File: config.mk
export PLATFORM = sky130hd
export DESIGN_NAME = clk_phase_scheduler
export DESIGN_NICKNAME = d
export VERILOG_FILES = /design/src/rtl/clk_sched_pkg.sv /design/src/rtl/clk_sched_cfg.sv /design/src/rtl/clk_phase_scheduler.sv
export SDC_FILE = /design/constraint.sdc
export NUM_CORES = 1
export LEC_CHECK = 0
export CAP_MARGIN = 20
export CELL_PAD_IN_SITES_DETAIL_PLACEMENT = 1
export CELL_PAD_IN_SITES_GLOBAL_PLACEMENT = 1
export CORE_ASPECT_RATIO = 1.5
export CORE_MARGIN = 1.5
export CORE_UTILIZATION = 35
export DETAILED_ROUTE_END_ITERATION = 10
export GPL_TIMING_DRIVEN = 1
export MAX_ROUTING_LAYER = met4
export PLACE_DENSITY_LB_ADDON = 0.05
export SLEW_MARGIN = 20
export SYNTH_ARGS = -nofsm -noshare
export SYNTH_HDL_FRONTEND = slang
export SYNTH_SLANG_ARGS = --single-unit
File: constraint.sdc
create_clock -name clock48 -period 3.1 [get_ports clock48]
set_input_delay 0.465 -clock clock48 [delete_from_list [all_inputs] [get_ports clock48]]
set_output_delay 0.465 -clock clock48 [all_outputs]
set_load 0.005 [all_outputs]
File: src/rtl/clk_sched_pkg.sv
// Shared types and helpers for the clock48 quadrature phase scheduler.
package clk_sched_pkg;

    localparam int CNT_W_DEF = 8;
    localparam int DIV_MIN   = 4;

    typedef enum logic [1:0] {
        ST_STOP = 2'd0,
        ST_ARM  = 2'd1,
        ST_RUN  = 2'd2
    } sched_state_e;

    // A period must split into four equal quarters and hold at least one cycle per quarter.
    function automatic logic div_is_legal(input logic [31:0] div);
        return (div[1:0] == 2'b00) && (div >= 32'(DIV_MIN));
    endfunction

endpackage

File: src/rtl/clk_sched_cfg.sv
// Period-length configuration: handshake, legality check, deferred update and error pulse.
module clk_sched_cfg
    import clk_sched_pkg::*;
#(
    parameter int CNT_W       = CNT_W_DEF,
    parameter int DIV_DEFAULT = 4
) (
    input  logic             clk_i,
    input  logic             rst_i,
    input  logic             cfg_valid_i,
    input  logic [CNT_W-1:0] cfg_div_i,
    input  logic             defer_i,
    input  logic             apply_i,
    output logic             cfg_ready_o,
    output logic             cfg_err_o,
    output logic [CNT_W-1:0] div_act_o
);

    logic             pend_vld_q, pend_vld_d;
    logic [CNT_W-1:0] pend_div_q, pend_div_d;
    logic [CNT_W-1:0] div_act_q, div_act_d;
    logic             err_q, err_d;
    logic             accept_s;
    logic             legal_s;

    assign accept_s = cfg_valid_i & ~pend_vld_q;
    assign legal_s  = div_is_legal(32'(cfg_div_i));

    // Next-state for the active/pending period length and the error pulse.
    always_comb begin
        pend_vld_d = pend_vld_q;
        pend_div_d = pend_div_q;
        div_act_d  = div_act_q;
        err_d      = 1'b0;
        if (apply_i && pend_vld_q) begin
            div_act_d  = pend_div_q;
            pend_vld_d = 1'b0;
        end else if (accept_s) begin
            if (!legal_s) begin
                err_d = 1'b1;
            end else if (defer_i) begin
                pend_div_d = cfg_div_i;
                pend_vld_d = 1'b1;
            end else begin
                div_act_d = cfg_div_i;
            end
        end else begin
            err_d = 1'b0;
        end
    end

    // Configuration state registers.
    always_ff @(posedge clk_i) begin
        if (rst_i) begin
            pend_vld_q <= 1'b0;
            pend_div_q <= {CNT_W{1'b0}};
            div_act_q  <= CNT_W'(DIV_DEFAULT);
            err_q      <= 1'b0;
        end else begin
            pend_vld_q <= pend_vld_d;
            pend_div_q <= pend_div_d;
            div_act_q  <= div_act_d;
            err_q      <= err_d;
        end
    end

    assign cfg_ready_o = ~pend_vld_q;
    assign cfg_err_o   = err_q;
    assign div_act_o   = div_act_q;

endmodule

File: src/rtl/clk_phase_scheduler.sv
// Quadrature clock-enable scheduler on clock48 with programmable period length.
// Optional completed-period counter port enabled by CLKSCHED_PERIOD_CNT_EN.
module clk_phase_scheduler
    import clk_sched_pkg::*;
#(
    parameter int CNT_W       = CNT_W_DEF,
    parameter int DIV_DEFAULT = 4
) (
    input  logic             clock48,
    input  logic             reset,
    input  logic             run,
    input  logic             cfg_valid,
    input  logic [CNT_W-1:0] cfg_div,
    output logic             cfg_ready,
    output logic             cfg_err,
    output logic             clk_a,
    output logic             clk_b,
    output logic [3:0]       ph_strobe,
    output logic             period_start
`ifdef CLKSCHED_PERIOD_CNT_EN
    ,
    output logic [15:0]      period_cnt
`endif
);

    sched_state_e     state_q;
    logic [CNT_W-1:0] count_q;
    logic [CNT_W-1:0] div_act_s;
    logic [CNT_W-1:0] half_s, q_s, q2_s, q3_s;
    logic             wrap_s, defer_s, apply_s;
    logic             clk_a_d, clk_b_d;
    logic [3:0]       ph_d;
    logic             clk_a_q, clk_b_q;
    logic [3:0]       ph_q;

    // While running, a new length waits for a wrap; leaving RUN flushes it immediately.
    assign defer_s = (state_q == ST_RUN) && run;
    assign apply_s = (state_q == ST_RUN) && (wrap_s || !run);

    clk_sched_cfg #(
        .CNT_W       (CNT_W),
        .DIV_DEFAULT (DIV_DEFAULT)
    ) u_cfg (
        .clk_i       (clock48),
        .rst_i       (reset),
        .cfg_valid_i (cfg_valid),
        .cfg_div_i   (cfg_div),
        .defer_i     (defer_s),
        .apply_i     (apply_s),
        .cfg_ready_o (cfg_ready),
        .cfg_err_o   (cfg_err),
        .div_act_o   (div_act_s)
    );

    // q never exceeds a quarter of the counter range, so 3q cannot overflow.
    assign half_s = div_act_s >> 1;
    assign q_s    = div_act_s >> 2;
    assign q2_s   = q_s << 1;
    assign q3_s   = q_s + q2_s;
    assign wrap_s = (count_q == (div_act_s - CNT_W'(1)));

    // Output decode from the current count.
    always_comb begin
        clk_a_d = (count_q < half_s);
        clk_b_d = (count_q >= q_s) && (count_q < q3_s);
        ph_d[0] = (count_q == {CNT_W{1'b0}});
        ph_d[1] = (count_q == q_s);
        ph_d[2] = (count_q == q2_s);
        ph_d[3] = (count_q == q3_s);
    end

    // Run-control FSM with period counter and registered outputs.
    always_ff @(posedge clock48) begin
        if (reset) begin
            state_q <= ST_STOP;
            count_q <= {CNT_W{1'b0}};
            clk_a_q <= 1'b0;
            clk_b_q <= 1'b0;
            ph_q    <= 4'b0000;
        end else begin
            case (state_q)
                ST_STOP: begin
                    state_q <= run ? ST_ARM : ST_STOP;
                    count_q <= {CNT_W{1'b0}};
                    clk_a_q <= 1'b0;
                    clk_b_q <= 1'b0;
                    ph_q    <= 4'b0000;
                end
                ST_ARM: begin
                    state_q <= run ? ST_RUN : ST_STOP;
                    count_q <= {CNT_W{1'b0}};
                    clk_a_q <= 1'b0;
                    clk_b_q <= 1'b0;
                    ph_q    <= 4'b0000;
                end
                ST_RUN: begin
                    if (run) begin
                        state_q <= ST_RUN;
                        count_q <= wrap_s ? {CNT_W{1'b0}} : (count_q + CNT_W'(1));
                        clk_a_q <= clk_a_d;
                        clk_b_q <= clk_b_d;
                        ph_q    <= ph_d;
                    end else begin
                        state_q <= ST_STOP;
                        count_q <= {CNT_W{1'b0}};
                        clk_a_q <= 1'b0;
                        clk_b_q <= 1'b0;
                        ph_q    <= 4'b0000;
                    end
                end
                default: begin
                    state_q <= ST_STOP;
                    count_q <= {CNT_W{1'b0}};
                    clk_a_q <= 1'b0;
                    clk_b_q <= 1'b0;
                    ph_q    <= 4'b0000;
                end
            endcase
        end
    end

    assign clk_a        = clk_a_q;
    assign clk_b        = clk_b_q;
    assign ph_strobe    = ph_q;
    assign period_start = ph_q[0];

`ifdef CLKSCHED_PERIOD_CNT_EN
    logic [15:0] pcnt_q;

    // Completed-period counter, only alive while RUN continues.
    always_ff @(posedge clock48) begin
        if (reset) begin
            pcnt_q <= 16'd0;
        end else if ((state_q == ST_RUN) && run && wrap_s) begin
            pcnt_q <= pcnt_q + 16'd1;
        end else if ((state_q != ST_RUN) || !run) begin
            pcnt_q <= 16'd0;
        end else begin
            pcnt_q <= pcnt_q;
        end
    end

    assign period_cnt = pcnt_q;
`endif

endmodule

==> flow_metrics.env, run 1 <==
export IMPL_grt_use_total=0.1725
export IMPL_htreeDepth=2
export IMPL_dr_first_iter_drc_count=29
export IMPL_cp_required_ns=3.32
export IMPL_dp_hpwl_mm=4.418
export IMPL_layout_setup_ws_ns=0.3641
export IMPL_avgSynthCellArea_um2=9.427
export IMPL_pre_cts_ws_ns=0.3618
export IMPL_fillCellCount=746
export IMPL_leakagePower_nw=1.163
export IMPL_path_max_fanout=17
export IMPL_finalSetupViolCount=0
export IMPL_synth_edff_count=0
export IMPL_grt_max_degree=23
export IMPL_rsz0062_at_grt="false"
export IMPL_swShare=0.2559
export IMPL_vdd_drop_max_mv=0.1969
export IMPL_internal_power_uw=668.1
export IMPL_worst_pin_slew_ns=0.6259
export IMPL_seq_area_frac_synth=0.2900
export IMPL_power_frac_clock=0.379
export IMPL_syn_instance_count=249
export IMPL_cts_made_buffers=5
export IMPL_finalInstanceArea_mm2=0.002716
export IMPL_vias=1791
export IMPL_synth_ff_type="dfxtp_1"
export IMPL_first_pass_iters=4
export IMPL_drc_errors=0
export IMPL_fin_crit_ns=2.736
export IMPL_wire_per_inst_um=16.05
export IMPL_layout_commonest_cell="ha_1"
export IMPL_antenna_left=0
export IMPL_crit_arrival_ns=2.96
export IMPL_clk_latency_ns=0.29
export IMPL_relSlewSlack=0.5814
export IMPL_clockRootBuffer="clkbuf_8"
export IMPL_yosysUniqueCellTypes=49
export IMPL_die_w_um=69.87
export IMPL_ctsHoldBuffers=0
export IMPL_initial_core_util=0.3619
export IMPL_slew_violations=0
export IMPL_yosys_area_top_type="dfxtp_1"
export IMPL_power_switching_uw=229.7
export IMPL_status="finished clean"
export IMPL_cts_buffer_depth=2
export IMPL_diodes=0
export IMPL_ys_top_cells_by_area="dfxtp_1, ha_1, mux2i_1"
export IMPL_clock_sinks=34
export IMPL_wl_mm=5.570
export IMPL_worstSetupPathType="reg -> reg"
export IMPL_pwr_share_seq=0.501
export IMPL_gp_congestion=0.7853
export IMPL_die_y_um=103.3
export IMPL_first_global_vias=1849
export IMPL_worst_clock_skew_ns=0.006296
export IMPL_core_area_mm2=0.006486
export IMPL_start_kind="register"
export IMPL_die_area_mm2=0.007217
export IMPL_nets=322
export IMPL_vias_per_cell=5.161
export IMPL_hold_class="reg -> reg"
export IMPL_rows=36
export IMPL_worstSetupEndpointType="register"
export IMPL_cts_setup_buffers=0
export IMPL_io_buffers=20
export IMPL_maxCapViolations=0
export IMPL_syn2layout_area_growth_pct=15.73
export IMPL_drive_above_1_share=0.1033
export IMPL_synth_top_area_frac=0.2900
export IMPL_hold_viol=0
export IMPL_yosysWarnings=0
export IMPL_finalPower_uw=897.8
export IMPL_fin_crit_sh=0.8826
export IMPL_syn_num_nets=299
export IMPL_grt_pass1_wl_mm=9.294
export IMPL_placed_area_mm2=0.002634
export IMPL_overflow=0
export IMPL_power_density_mw_per_mm2=330.5
export IMPL_cts_tree="done"
export IMPL_io_pins=21
export IMPL_async_flop_share=0
export IMPL_mostFrequentLayoutCells="ha_1, dfxtp_1, nor2_1, inv_1, clkdlybuf4s50_1"
export IMPL_fin_setup_tns_ns=0
export IMPL_dp_cells=341
export IMPL_fin_cells=347
export IMPL_clk_pin_slew_ns=0.07
export IMPL_antenna_found_initial=0
export IMPL_synth_seq_cells=34
export IMPL_synthesis_area_mm2=0.002347
export IMPL_pwr_share_comb=0.120
export IMPL_fmax_mhz=365.5
export IMPL_post_cts_resize_count=0
## metal layers
metal,part of all wire,up-vias,global-route usage
li1,-,917,-
met1,0.42,848,0.1815
met2,0.55,20,0.3319
met3,0.018,6,0.02326
met4,0.015,0,0.05621
met5,0,-,-
## cell families after synthesis
logic type	Yosys count	share of synthesized area
mux	12	0.05171
compound gates	36	0.1274
flops	34	0.2900
buf+inv	30	0.05330
fa+ha+maj	38	0.2058
xor+xnor	21	0.08422
simple gates	78	0.1876
## worst paths after layout
path,start,endpoint,slack (ns),cells past startpoint
worst max-delay path,u_cfg.div_act_o[4]$_SDFFE_PP0P_,u_cfg.div_act_o[1]$_SDFFE_PP0P_,0.36,8
worst min-delay path,u_cfg.pend_div_q[0]$_SDFFE_PP0P_,u_cfg.pend_div_q[0]$_SDFFE_PP0P_,0.44,2
worst max register to register,u_cfg.div_act_o[4]$_SDFFE_PP0P_,u_cfg.div_act_o[1]$_SDFFE_PP0P_,0.36,8
worst min register to register,u_cfg.pend_div_q[0]$_SDFFE_PP0P_,u_cfg.pend_div_q[0]$_SDFFE_PP0P_,0.44,2
## per-stage QoR
stage / util / hold slack [ns]
after floorplan: - / 0.4160
after global placement: 0.4061 / 0.4341
after detailed placement: 0.4061 / 0.4380
after CTS: 0.4188 / 0.4484
after global routing: 0.4188 / 0.4637
final: 0.4188 / 0.4446
## area by class of cell
cell class / instances / area [um2] / share of cell area
Timing Repair Buffer: 25 / 237.7 / 0.08752
Multi-Input combinational cell: 185 / 1541 / 0.5675
Sequential cell: 34 / 680.7 / 0.2506
Tap cell: 76 / 95.09 / 0.03501
Inverter: 21 / 78.83 / 0.02902
Clock buffer: 6 / 82.58 / 0.03040
## registers in the layout, indices dropped and copies added (netlist names), 2 cells and up
register	cells
state_q	2
count_q	8
u_cfg.pend_div_q	8
u_cfg.div_act_o	8
ph_strobe	4
## synth_stat cells, drive strengths merged (5+ instances only)
cell type and instances:
xor2 11, a21oi 12, nor2b 5, nor2 24, ha 37, a211oi 8, nor3 6, xnor2 9
dfxtp 34, nor4 7, nand3 11, mux2i 11, inv 21, clkbuf 5
## power groups by stage
stage                     clock [mW]  sequential [mW]  combinational, mW
after CTS                      0.352            0.450              0.111
after detailed placement           0            0.460              0.110
after floorplan                    0            0.458             0.0706
after global routing           0.362            0.451              0.123
final                          0.340            0.450              0.108
after global placement             0            0.460              0.109
## critical path, cell delays in order, from the launching register on
cell and delay [ns]:
dfxtp_1 0.40, inv_1 0.20, ha_1 0.21, or4b_4 0.50, xnor2_1 0.14, nor3b_1 0.40, a41oi_4 0.37, or2_1 0.33
a21oi_1 0.11
(Power assumes the default switching activity.)
==> run 2: changes to the inputs <==
--- a/config.mk
+++ b/config.mk
@@ -14,7 +14,7 @@
 export DETAILED_ROUTE_END_ITERATION = 10
 export GPL_TIMING_DRIVEN = 1
 export MAX_ROUTING_LAYER = met4
-export PLACE_DENSITY_LB_ADDON = 0.05
+export PLACE_DENSITY = 0.68
 export SLEW_MARGIN = 20
 export SYNTH_ARGS = -nofsm -noshare
 export SYNTH_HDL_FRONTEND = slang
==> run 2 against run 1 <==
Clock power is 6.8% higher. Sequential power hardly changed. Fmax is 3.3% lower. Design area is 0.18% higher. Global-route usage is 0.35 points lower. Via count is 2.8% higher. Power is 2.4% higher. Sequential share of layout area hardly changed. First-iteration DRC count is 3.4% higher. Critical endpoint unchanged.
==> flow_metrics.env, run 2 (synthesis results as in run 1) <==
export IMPL_status="finished clean"
export IMPL_htreeDepth=2
export IMPL_crit_family="simple AND/OR/NAND/NOR gates"
export IMPL_fin_crit_sh=0.9126
export IMPL_maxCapViolations=0
export IMPL_crit_cells=8
export IMPL_fillCellCount=785
export IMPL_slowest_stage="nor3b_1"
export IMPL_fin_cells=348
export IMPL_first_pass_iters=4
export IMPL_clock_sinks=34
export IMPL_relSlewSlack=0.5826
export IMPL_cts_setup_buffers=0
export IMPL_io_buffers=20
export IMPL_rr_startpoint="u_cfg.div_act_o[4]$_SDFFE_PP0P_"
export IMPL_finalSetupViolCount=0
export IMPL_core_area_mm2=0.006486
export IMPL_fin_setup_tns_ns=0
export IMPL_worst_r2r_endpoint="u_cfg.div_act_o[1]$_SDFFE_PP0P_"
export IMPL_path_max_fanout=17
export IMPL_initial_core_util=0.3619
export IMPL_vias=1841
export IMPL_layout_commonest_cell="ha_1"
export IMPL_first_global_vias=1893
export IMPL_rows=36
export IMPL_multi_input_area_mm2=0.001541
export IMPL_vdd_drop_max_mv=0.2214
export IMPL_io_pins=21
export IMPL_crit_end="u_cfg.div_act_o[1]$_SDFFE_PP0P_"
export IMPL_mostFrequentLayoutCells="ha_1, dfxtp_1, nor2_1, inv_1, clkdlybuf4s50_1"
export IMPL_clk_pin_slew_ns=0.08
export IMPL_antenna_found_initial=0
export IMPL_cts_buffer_depth=2
export IMPL_cpPeakStageDelay_ns=0.50
export IMPL_grt_max_degree=23
export IMPL_post_cts_resize_count=0
export IMPL_ctsHoldBuffers=0
export IMPL_grt_use_total=0.1690
export IMPL_syn2layout_area_growth_pct=15.94
export IMPL_fmax_mhz=353.5
export IMPL_nets=321
export IMPL_drc_errors=0
export IMPL_leakagePower_nw=1.163
export IMPL_reg2reg_slack_ns=0.27
export IMPL_dp_cells=340
export IMPL_clockRootBuffer="clkbuf_8"
export IMPL_cts_made_buffers=5
export IMPL_slew_violations=0
export IMPL_diodes=0
export IMPL_antenna_left=0
export IMPL_wl_mm=5.490
export IMPL_finalPower_uw=919.8
export IMPL_drive_above_1_share=0.1066
export IMPL_overflow=0
export IMPL_wire_per_inst_um=15.78
export IMPL_die_area_mm2=0.007217
export IMPL_hold_class="reg -> reg"
export IMPL_fin_crit_ns=2.829
export IMPL_crit_arrival_ns=3.06
export IMPL_worst_clock_skew_ns=0.004862
export IMPL_start_kind="register"
export IMPL_cts_tree="done"
export IMPL_hold_viol=0
export IMPL_power_density_mw_per_mm2=338.0
export IMPL_die_w_um=69.87
export IMPL_worstSetupEndpointType="register"
export IMPL_worstSetupPathType="reg -> reg"
export IMPL_dp_hpwl_mm=4.307
export IMPL_vias_per_cell=5.290
export IMPL_rsz0062_at_grt="false"
export IMPL_path_buf_inv=1
export IMPL_cp_required_ns=3.33
export IMPL_die_y_um=103.3
export IMPL_dr_first_iter_drc_count=30
export IMPL_cp_cell_sequence="inv_1 > ha_1 > or4b_4 > xnor2_1 > nor3b_1 > a41oi_4 > or2_1 > a21oi_1"
export IMPL_reg2reg_depth=8
export IMPL_critPathLaunch="u_cfg.div_act_o[4]$_SDFFE_PP0P_"
export IMPL_worst_pin_slew_ns=0.6240
export IMPL_gp_congestion=0.8317
export IMPL_whs_ns=0.4465
export IMPL_seqCellArea_um2=680.7
export IMPL_grt_pass1_wl_mm=9.211
export IMPL_clk_latency_ns=0.29
## run 2: cell count changes in the layout (fill, tap and decap cells not counted)
cell | before | now
clkinvlp_4 | 0 | 1
clkinv_2 | 0 | 1
buf_4 | 5 | 4
## run 2: how the worst min path moves through the flow
| stage | start | endpoint | slack [ns] | cells past startpoint |
|---|---|---|---|---|
| after floorplan | u_cfg.pend_div_q[0]$_SDFFE_PP0P_ | u_cfg.pend_div_q[0]$_SDFFE_PP0P_ | 0.42 | 2 |
| after global placement | u_cfg.pend_div_q[0]$_SDFFE_PP0P_ | u_cfg.pend_div_q[0]$_SDFFE_PP0P_ | 0.44 | 2 |
| after detailed placement | u_cfg.pend_div_q[0]$_SDFFE_PP0P_ | u_cfg.pend_div_q[0]$_SDFFE_PP0P_ | 0.44 | 2 |
| after CTS | u_cfg.pend_div_q[0]$_SDFFE_PP0P_ | u_cfg.pend_div_q[0]$_SDFFE_PP0P_ | 0.45 | 2 |
| after global routing | u_cfg.pend_div_q[0]$_SDFFE_PP0P_ | u_cfg.pend_div_q[0]$_SDFFE_PP0P_ | 0.49 | 2 |
| final | u_cfg.pend_div_q[0]$_SDFFE_PP0P_ | u_cfg.pend_div_q[0]$_SDFFE_PP0P_ | 0.45 | 2 |
## run 2: cell type report
type	instances	share of cell area
Clock buffer	6	0.03034
Inverter	21	0.02897
Sequential cell	34	0.2501
Tap cell	76	0.03494
Timing Repair Buffer	24	0.08460
Clock inverter	2	0.004598
Multi-Input combinational cell	185	0.5664
## run 2: power by group
| group | switching (mW) | internal, mW |
|---|---|---|
| Sequential | 0.00765 | 0.442 |
| Combinational | 0.0539 | 0.0536 |
| Clock | 0.184 | 0.179 |
## run 2: stage by stage
stage	cell area, um2	utilization	setup WS, ns
finish	2721	0.4196	0.2709
CTS	2721	0.4196	0.2016
floorplan	2347	-	0.7779
global route	2721	0.4196	0.04715
global placement	2626	0.4049	0.2913
detailed placement	2626	0.4049	0.2238
## run 2: routing by layer
layer / part of all wire / vias to the layer above / routed length (um) / GRT usage
met1: 0.41 / 893 / 2225 / 0.1627
met3: 0.017 / 6 / 94 / 0.02616
li1: - / 922 / - / -
met5: 0 / - / 0 / -
met4: 0.014 / 0 / 76 / 0.05325
met2: 0.56 / 20 / 3094 / 0.3421
## run 2: worst min-delay path, delay by kind of cell, from the launching register on
kind                   cells  cell delay (ns)
AND/OR/NAND/NOR            1             0.05
flip-flops                 1             0.30
buffers and inverters      1             0.06
==> run 3: changes to the inputs <==
--- a/config.mk
+++ b/config.mk
@@ -12,6 +12,7 @@
 export CORE_MARGIN = 1.5
 export CORE_UTILIZATION = 35
 export DETAILED_ROUTE_END_ITERATION = 10
+export GPL_ROUTABILITY_DRIVEN = 1
 export GPL_TIMING_DRIVEN = 1
 export MAX_ROUTING_LAYER = met4
 export PLACE_DENSITY = 0.68
==> results of run 3 <==
Final layout, timing and power as in run 2 (identical DEF).
